--- src/rtl/fir_coef_loader.sv ---
// FIR coefficient loader: a CPU-writable shadow bank of tap coefficients that
// is streamed into a tap chain over a shared coefficient bus with a one-hot
// per-tap load strobe.
module fir_coef_loader #(
    parameter int H_N_WIDTH = 18,
    parameter int NUM_TAPS  = 16
) (
    input  logic                               clk,
    input  logic                               rst,
    input  logic                               cfg_wr_en,
    input  logic [$clog2(NUM_TAPS)-1:0]        cfg_wr_addr,
    input  logic signed [H_N_WIDTH-1:0]        cfg_wr_data,
    input  logic                               load_start,
    output logic signed [H_N_WIDTH-1:0]        h_n_out,
    output logic [NUM_TAPS-1:0]                h_n_vld,
    output logic                               busy,
    output logic                               done,
    output logic                               wr_drop
);

    localparam int unsigned AW         = $clog2(NUM_TAPS);
    localparam int unsigned NUM_TAPS_U = NUM_TAPS;
    localparam logic [AW-1:0]       LAST_IDX = AW'(NUM_TAPS - 1);
    localparam logic [NUM_TAPS-1:0] VLD_ONE  = NUM_TAPS'(1);

    typedef enum logic [1:0] {
        ST_IDLE   = 2'd0,
        ST_LOAD   = 2'd1,
        ST_FINISH = 2'd2
    } state_t;

    state_t                       state;
    logic [AW-1:0]                idx;
    logic signed [H_N_WIDTH-1:0]  bank [NUM_TAPS];

    logic                         wr_addr_ok_c;
    logic                         wr_accept_c;
    logic signed [H_N_WIDTH-1:0]  first_coef_c;

    // Write qualification; the first strobe forwards a same-edge write to entry 0
    always_comb begin
        wr_addr_ok_c = (32'(cfg_wr_addr) < NUM_TAPS_U);
        wr_accept_c  = cfg_wr_en && (state == ST_IDLE) && wr_addr_ok_c;
        first_coef_c = (wr_accept_c && (cfg_wr_addr == '0)) ? cfg_wr_data : bank[0];
    end

    // Shadow bank: only written while idle and in range
    always_ff @(posedge clk) begin
        if (rst) begin
            for (int i = 0; i < NUM_TAPS; i++) begin
                bank[i] <= '0;
            end
        end else if (wr_accept_c) begin
            bank[cfg_wr_addr] <= cfg_wr_data;
        end
    end

    // Transfer FSM: strobe 0 is issued on the start edge, so idx holds the next tap
    always_ff @(posedge clk) begin
        if (rst) begin
            state   <= ST_IDLE;
            idx     <= '0;
            h_n_out <= '0;
            h_n_vld <= '0;
            busy    <= 1'b0;
            done    <= 1'b0;
            wr_drop <= 1'b0;
        end else begin
            h_n_out <= '0;
            h_n_vld <= '0;
            done    <= 1'b0;
            wr_drop <= cfg_wr_en && !wr_accept_c;

            case (state)
                ST_IDLE: begin
                    idx <= '0;
                    if (load_start) begin
                        h_n_out <= first_coef_c;
                        h_n_vld <= VLD_ONE;
                        idx     <= AW'(1);
                        busy    <= 1'b1;
                        state   <= ST_LOAD;
                    end
                end
                ST_LOAD: begin
                    h_n_out <= bank[idx];
                    h_n_vld <= VLD_ONE << idx;
                    if (idx == LAST_IDX) begin
                        idx   <= '0;
                        state <= ST_FINISH;
                    end else begin
                        idx <= idx + AW'(1);
                    end
                end
                ST_FINISH: begin
                    done  <= 1'b1;
                    busy  <= 1'b0;
                    state <= ST_IDLE;
                end
                default: begin
                    busy  <= 1'b0;
                    idx   <= '0;
                    state <= ST_IDLE;
                end
            endcase
        end
    end

endmodule

--- config.mk ---
export PLATFORM = sky130hd
export DESIGN_NAME = fir_coef_loader
export DESIGN_NICKNAME = d
export VERILOG_FILES = /design/src/rtl/fir_coef_loader.sv
export SDC_FILE = /design/constraint.sdc
export NUM_CORES = 1
export LEC_CHECK = 0
export CAP_MARGIN = 20
export CORE_ASPECT_RATIO = 0.9
export CORE_MARGIN = 10
export CORE_UTILIZATION = 65
export CTS_CLUSTER_DIAMETER = 200
export CTS_CLUSTER_SIZE = 40
export DETAILED_ROUTE_END_ITERATION = 7
export GPL_ROUTABILITY_DRIVEN = 0
export PLACE_DENSITY = 0.86
export SYNTH_ARGS = -nofsm -noshare
export SYNTH_HDL_FRONTEND = slang
export SYNTH_SLANG_ARGS = --single-unit
--- constraint.sdc ---
create_clock -name clk -period 6.2 [get_ports clk]
set_clock_uncertainty 0.05 [all_clocks]
set_input_delay 1.24 -clock clk [delete_from_list [all_inputs] [get_ports clk]]
set_output_delay 1.24 -clock clk [all_outputs]
set_load 0.03 [all_outputs]
==> flow_summary_export.csv, run 1 <==
group,metric,value,unit
sta,fin_crit_sh,56.8,%
sta,slew_violations,0,
die,io_pins,63,
clock_tree,cts_hold_buf,0,
synthesis,ys_seq_area_share,64.0,%
clock_tree,clockBufferDepth,3,
synthesis,synth_warnings,0,
die,fp.coreArea,0.0226,mm^2
sta,tightest_slew,1.11,ns
detailed_routing,antenna_left,0,
place,io_buffers,62,
power_and_ir_drop,power_density,250,mW/mm^2
clock_tree,clockRootBuffer,"clkbuf_16",
synthesis,netlist_area,0.0150,mm^2
global_route,met2_usage,38.6,%
global_route,grt_use_met1,31.3,%
run,maxCapViolCount,0,
power_and_ir_drop,sw_frac_of_total,23.6,%
final_layout,multi_input_comb_area,0.00503,mm^2
outcome,status,"complete, no violations",
clock_tree,ctsResizeCount,0,
place,dpl-instance-area,0.0157,mm^2
sta,hold_ws,0.492,ns
critical_path,crit_type,"in -> reg",
final_layout,layout_common_cells,"edfxtp_1, and2_1, mux2i_1, clkdlybuf4s50_1, a22oi_1",
final_layout,design_area,0.0161,mm^2
sta,final-hold-violation-count,0,
detailed_routing,vias_per_cell,6.34,
clock_tree,clk_pin_slew_worst_paths,0.14,ns
place,placed_cells,1342,
power_and_ir_drop,vdd_drop_max,0.205,mV
final_layout,drive_above_1_share,9.37,%
detailed_routing,drc,0,
synthesis,syn_inst,1051,
critical_path,crit_top_cell,"nor3_4",
min_path,min_path_type,"reg -> reg",
place,place_hpwl,23400,um
power_and_ir_drop,pwr-share-comb,9.7,%
power_and_ir_drop,sequentialPowerShare,64.1,%
critical_path,crit_path_max_incr_delay,0.58,ns
detailed_routing,dr.pass1.iters,5,
place,place_worst_setup_slack,2.18,ns
critical_path,cp_data_arrival_time,3.65,ns
synthesis,synth_area_leader_cell,"edfxtp_1",
clock_tree,cts_setup_buffers,0,
critical_path,crit_path_top_delay_cell,"nor3_4",
critical_path,critPathMaxFanout,22,
sta,setup_viol,0,
global_route,grt-ovfl-total,0,
power_and_ir_drop,leakagePower,5.81,nW
power_and_ir_drop,p_int,3.08,mW
final_layout,antenna_cells,0,
detailed_routing,drtIter0Drc,1231,
final_layout,layout.area.seq,0.00959,mm^2
critical_path,crit_path_cell_trace,"clkdlybuf4s50_1 -> buf_4 -> nor3_4 -> nand4_4 -> nor3_4 -> or2_2",
critical_path,setup.worst_path.start_class,"input pin",
global_route,antenna_found_initial,0,
final_layout,fill_cells,1414,
global_route,use_met3,4.36,%
synthesis,ys_ff_latch,335,
critical_path,cp-end-kind,"register",
sta,rsz0062_at_grt,"no",
power_and_ir_drop,p_sw,0.953,mW
final_layout,layout.nets,1093,
global_route,grtUsageTotal,23.4,%
synthesis,avgSynthCellArea,14.3,um^2
synthesis,synthTopCellsByArea,"edfxtp_1, and2_1, mux2i_1",
power_and_ir_drop,clkPwrFrac,26.2,%
sta,slew-limit-headroom,25.8,%
final_layout,utilization,71.4,%
sta,period_minus_slack,3.52,ns
synthesis,yosysUniqueCellTypes,41,
clock_tree,cts_buffers,12,
final_layout,areaGrowthSynthToFinish,7.61,%
power_and_ir_drop,total_power,4.04,mW
detailed_routing,wl,35400,um
die,start_util,66.3,%
sta,fmax,284,MHz
final_layout,final_cells,1364,
die,die_h,164,um
synthesis,syn_nets,1083,
global_route,busiest_layer,"met2",
clock_tree,cts_max_level,1,
die,die_w,180,um
detailed_routing,via_count,8643,
final_layout,final_common_cell,"edfxtp_1",
critical_path,r2r_setup_slack,3.21,ns
sta,fin_ws,2.68,ns
clock_tree,cts_sinks,335,
global_route,grt_pass1_wl,52300,um
global_route,grt_start_max_net_pins,58,
clock_tree,clk_latency,0.51,ns
die,die_area,0.0295,mm^2
sta,fin_tns_setup,0,ns
critical_path,crit_required,6.33,ns
global_route,grt_pass1_vias,8324,
die,rows,52,
clock_tree,cts_tree,"yes",
detailed_routing,wl_per_cell,25.9,um
synthesis,synth_top_cell_area_share,57.7,%
[critical path: cells and delay by family]
kind	cells	cell delay (ns)
buffers and inverters	2	0.64
AND/OR/NAND/NOR	4	1.75
[area by class of cell]
class                   count  share of cell area [%]
clock buffers              19                    2.16
clock inverters             1                   0.186
inverters                   4                  0.0932
multi-input cells         636                    31.2
flip-flops and latches    335                    59.5
well taps                 297                    2.31
repair buffers             72                    4.53
[metal layers]
metal / wire length (um) / part of all wire (%)
met5: 0 / 0
met3: 3980 / 11
met1: 13800 / 39
met4: 1030 / 2.9
met2: 16600 / 47
[cell families (layout without fill, tap and decap cells)]
logic type               count (synthesis)  count (layout)  synth area share, %
AND/OR/NAND/NOR                        405             405                 17.3
adder cells (fa/ha/maj)                  6               6                0.501
multiplexers                           151             151                 11.9
AO/OA/AOI/OAI                           74              74                 3.78
flip-flops                             335             335                 64.0
buffers and inverters                   80              96                 2.45
[flip-flops by register name, summed over array words and instances, names as in the netlist, named ones only]
signal   flops
state        2
h_n_out     18
wr_drop      1
idx          4
busy         1
done         1
bank       288
h_n_vld     16
[synth_stat cells (all sizes together)]
library cell,number
nand4,2
o21ai,1
a22o,1
edfxtp,288
nand2,17
and3,2
or2,15
nor3,8
nand2b,5
o221ai,10
nor3b,4
a21oi,1
a22oi,48
inv,4
o2111ai,2
buf,27
nand4b,2
nor4,1
and2,290
mux4,22
nand3,29
a31oi,1
clkbuf,49
o211ai,9
mux2i,129
dfxtp,47
o31ai,1
nor2b,4
ha,6
nor2,26
[path summary, 6_finish.rpt]
path,from,endpoint,cells after the start
worst max-delay path,rst,bank[3][13]$_SDFFCE_PN0P_,6
worst min-delay path,busy$_SDFFE_PP0P_,busy$_SDFFE_PP0P_,2
worst max register to register,register,h_n_out[6]$_SDFF_PP0_,4
worst min register to register,busy$_SDFFE_PP0P_,busy$_SDFFE_PP0P_,2
[power by group through the flow]
| stage | Sequential, mW | Clock, mW | Combinational [mW] |
|---|---|---|---|
| after floorplan | 2.62 | 0 | 0.239 |
| after global placement | 2.64 | 0 | 0.373 |
| after detailed placement | 2.64 | 0 | 0.382 |
| after CTS | 2.59 | 1.05 | 0.384 |
| after global routing | 2.60 | 1.12 | 0.409 |
| final | 2.59 | 1.06 | 0.390 |
Power figures use the tool's default switching activity.
==> run 2, diff against run 1 <==
- CORE_UTILIZATION: 65 -> 61
- PLACE_DENSITY: 0.86 -> 0.81
- clock period: 6.2 -> 3.5 ns (I/O delays scaled with it)
==> run 2 against run 1 <==
Count of clock-buffer cells in the layout fell by 2. Sequential power up 76%. Global-route usage fell by 0.40 points. Highest routed layer unchanged. Critical endpoint is now bank[4][3]$_SDFFCE_PN0P_. Final cell count is 2.4% higher. Critical path depth down 1. Total power is 77% higher. Combinational power rose by 82%. Setup slack got worse by 1.9 ns.
==> flow_summary_export.csv, run 2 (synthesized netlist as in run 1, its figures left out) <==
group,metric,value,unit
die,die_w,185,um
min_path,min_path_type,"reg -> reg",
critical_path,worstReg2RegEnd,"bank[5][3]$_SDFFCE_PN0P_",
sta,setup_viol,0,
clock_tree,clockRootBuffer,"clkbuf_16",
min_path,min_from,"busy$_SDFFE_PP0P_",
sta,final-hold-violation-count,0,
sta,fin_ws,0.826,ns
clock_tree,cts_setup_buffers,0,
sta,fin_tns_setup,0,ns
global_route,grtUsageTotal,23.0,%
final_layout,layout.nets,1114,
final_layout,final_cells,1397,
place,io_buffers,62,
final_layout,fill_cells,1686,
global_route,antenna_found_initial,2,
final_layout,utilization,67.2,%
power_and_ir_drop,leakagePower,5.91,nW
detailed_routing,dr.pass1.iters,5,
die,fp.coreArea,0.0242,mm^2
critical_path,r2r_start,"state[1]$_SDFFE_PP0P_",
sta,fmax,374,MHz
final_layout,final_common_cell,"edfxtp_1",
sta,rsz0062_at_grt,"no",
final_layout,drive_above_1_share,11.1,%
place,place_hpwl,23600,um
final_layout,top_register,"bank",
critical_path,reg2reg_depth,4,
clock_tree,cts_hold_buf,0,
outcome,status,"complete, no violations",
clock_tree,cts_buffers,12,
place,placed_cells,1376,
power_and_ir_drop,vdd_drop_max,0.289,mV
die,die_h,169,um
detailed_routing,drc,0,
detailed_routing,vias_per_cell,6.25,
critical_path,setup.worst_path.start_class,"input pin",
clock_tree,clk_pin_slew_worst_paths,0.14,ns
die,die_area,0.0312,mm^2
detailed_routing,wl,35800,um
critical_path,cp_data_arrival_time,2.76,ns
global_route,grt-ovfl-total,0,
clock_tree,cts_sinks,335,
critical_path,crit_type,"in -> reg",
final_layout,areaGrowthSynthToFinish,8.52,%
global_route,grt_start_max_net_pins,42,
min_path,min_delay_path_depth,2,
power_and_ir_drop,total_power,7.13,mW
sta,fin_crit_sh,76.4,%
sta,tightest_slew,0.950,ns
critical_path,cp-end-kind,"register",
power_and_ir_drop,power_density,439,mW/mm^2
final_layout,largestRegisters,"bank (288), h_n_out (18), h_n_vld (16)",
die,rows,54,
die,io_pins,63,
clock_tree,clockBufferDepth,3,
sta,slew_violations,0,
clock_tree,cts_tree,"yes",
detailed_routing,wl_per_cell,25.7,um
sta,period_minus_slack,2.67,ns
die,start_util,61.9,%
global_route,grt_pass1_wl,53800,um
min_path,holdPathEnd,"busy$_SDFFE_PP0P_",
clock_tree,cts_max_level,1,
final_layout,largest_reg_flops,288,
detailed_routing,via_count,8738,
clock_tree,ctsResizeCount,0,
global_route,grt_pass1_vias,8696,
run,maxCapViolCount,0,
critical_path,crit_required,3.59,ns
place,place_worst_setup_slack,0.344,ns
clock_tree,clk_latency,0.52,ns
critical_path,critPathMaxFanout,19,
critical_path,r2r_setup_slack,1.03,ns
detailed_routing,antenna_left,0,
detailed_routing,drtIter0Drc,1219,
final_layout,layout_common_cells,"edfxtp_1, and2_1, mux2i_1, clkdlybuf4s50_1, a22oi_1",
sta,slew-limit-headroom,36.5,%
run 2: cell types whose count changed in the layout (fill, tap and decap cells not counted), sizes merged:
| cell | before | now |
|---|---|---|
| buf | 10 | 31 |
| clkbuf | 19 | 17 |
| diode | 0 | 3 |
run 2: cell type report:
cell class / instances / area (um^2) / area share, %
diodes: 3 / 7.51 / 0.0462
clock inverters: 1 / 30.0 / 0.185
repair buffers: 93 / 853 / 5.25
multi-input cells: 636 / 5030 / 30.9
clock buffers: 17 / 340 / 2.09
inverters: 4 / 15.0 / 0.0924
well taps: 308 / 385 / 2.37
flip-flops and latches: 335 / 9590 / 59.0
run 2: worst max path at each step:
| stage | startpoint | end | slack, ns |
|---|---|---|---|
| 2_1_floorplan | cfg_wr_addr[3] | bank[0][0]$_SDFFCE_PN0P_ | 1.18 |
| 4_1_cts | rst | bank[7][1]$_SDFFCE_PN0P_ | 0.84 |
| 5_1_grt | cfg_wr_en | bank[4][3]$_SDFFCE_PN0P_ | 0.69 |
| 6_report | cfg_wr_en | bank[4][3]$_SDFFCE_PN0P_ | 0.83 |
| 3_5_place_dp | rst | bank[7][12]$_SDFFCE_PN0P_ | 0.34 |
| 3_3_place_gp | rst | bank[5][12]$_SDFFCE_PN0P_ | 0.41 |
run 2: where the power goes:
part / switching, mW / internal [mW] / total, mW
Sequential: 0.0771 / 4.48 / 4.56
Combinational: 0.443 / 0.267 / 0.710
Clock: 1.16 / 0.710 / 1.87
run 2: critical path, cell delays in order:
cell	delay, ns
clkdlybuf4s50_1	0.75
nor3b_2	0.30
nand2_2	0.19
nor2_4	0.36
or2_2	0.45
run 2: routing by layer:
| metal | vias to the layer above | GRT usage [%] | wire length [um] | part of all wire, % |
|---|---|---|---|---|
| met5 | - | 0 | 0 | 0 |
| met4 | 0 | 8.05 | 1120 | 3.1 |
| met3 | 65 | 3.83 | 3070 | 8.6 |
| met2 | 387 | 36.2 | 16900 | 47 |
| met1 | 4430 | 31.8 | 14700 | 41 |
| li1 | 3856 | - | - | - |
run 2: stage by stage:
step / hold WS (ns) / area (um^2)
6_report: 0.492 / 16300
5_1_grt: 0.506 / 16300
4_1_cts: 0.492 / 16200
3_5_place_dp: 0.471 / 15900
3_3_place_gp: 0.453 / 15900
2_1_floorplan: 0.431 / 15000
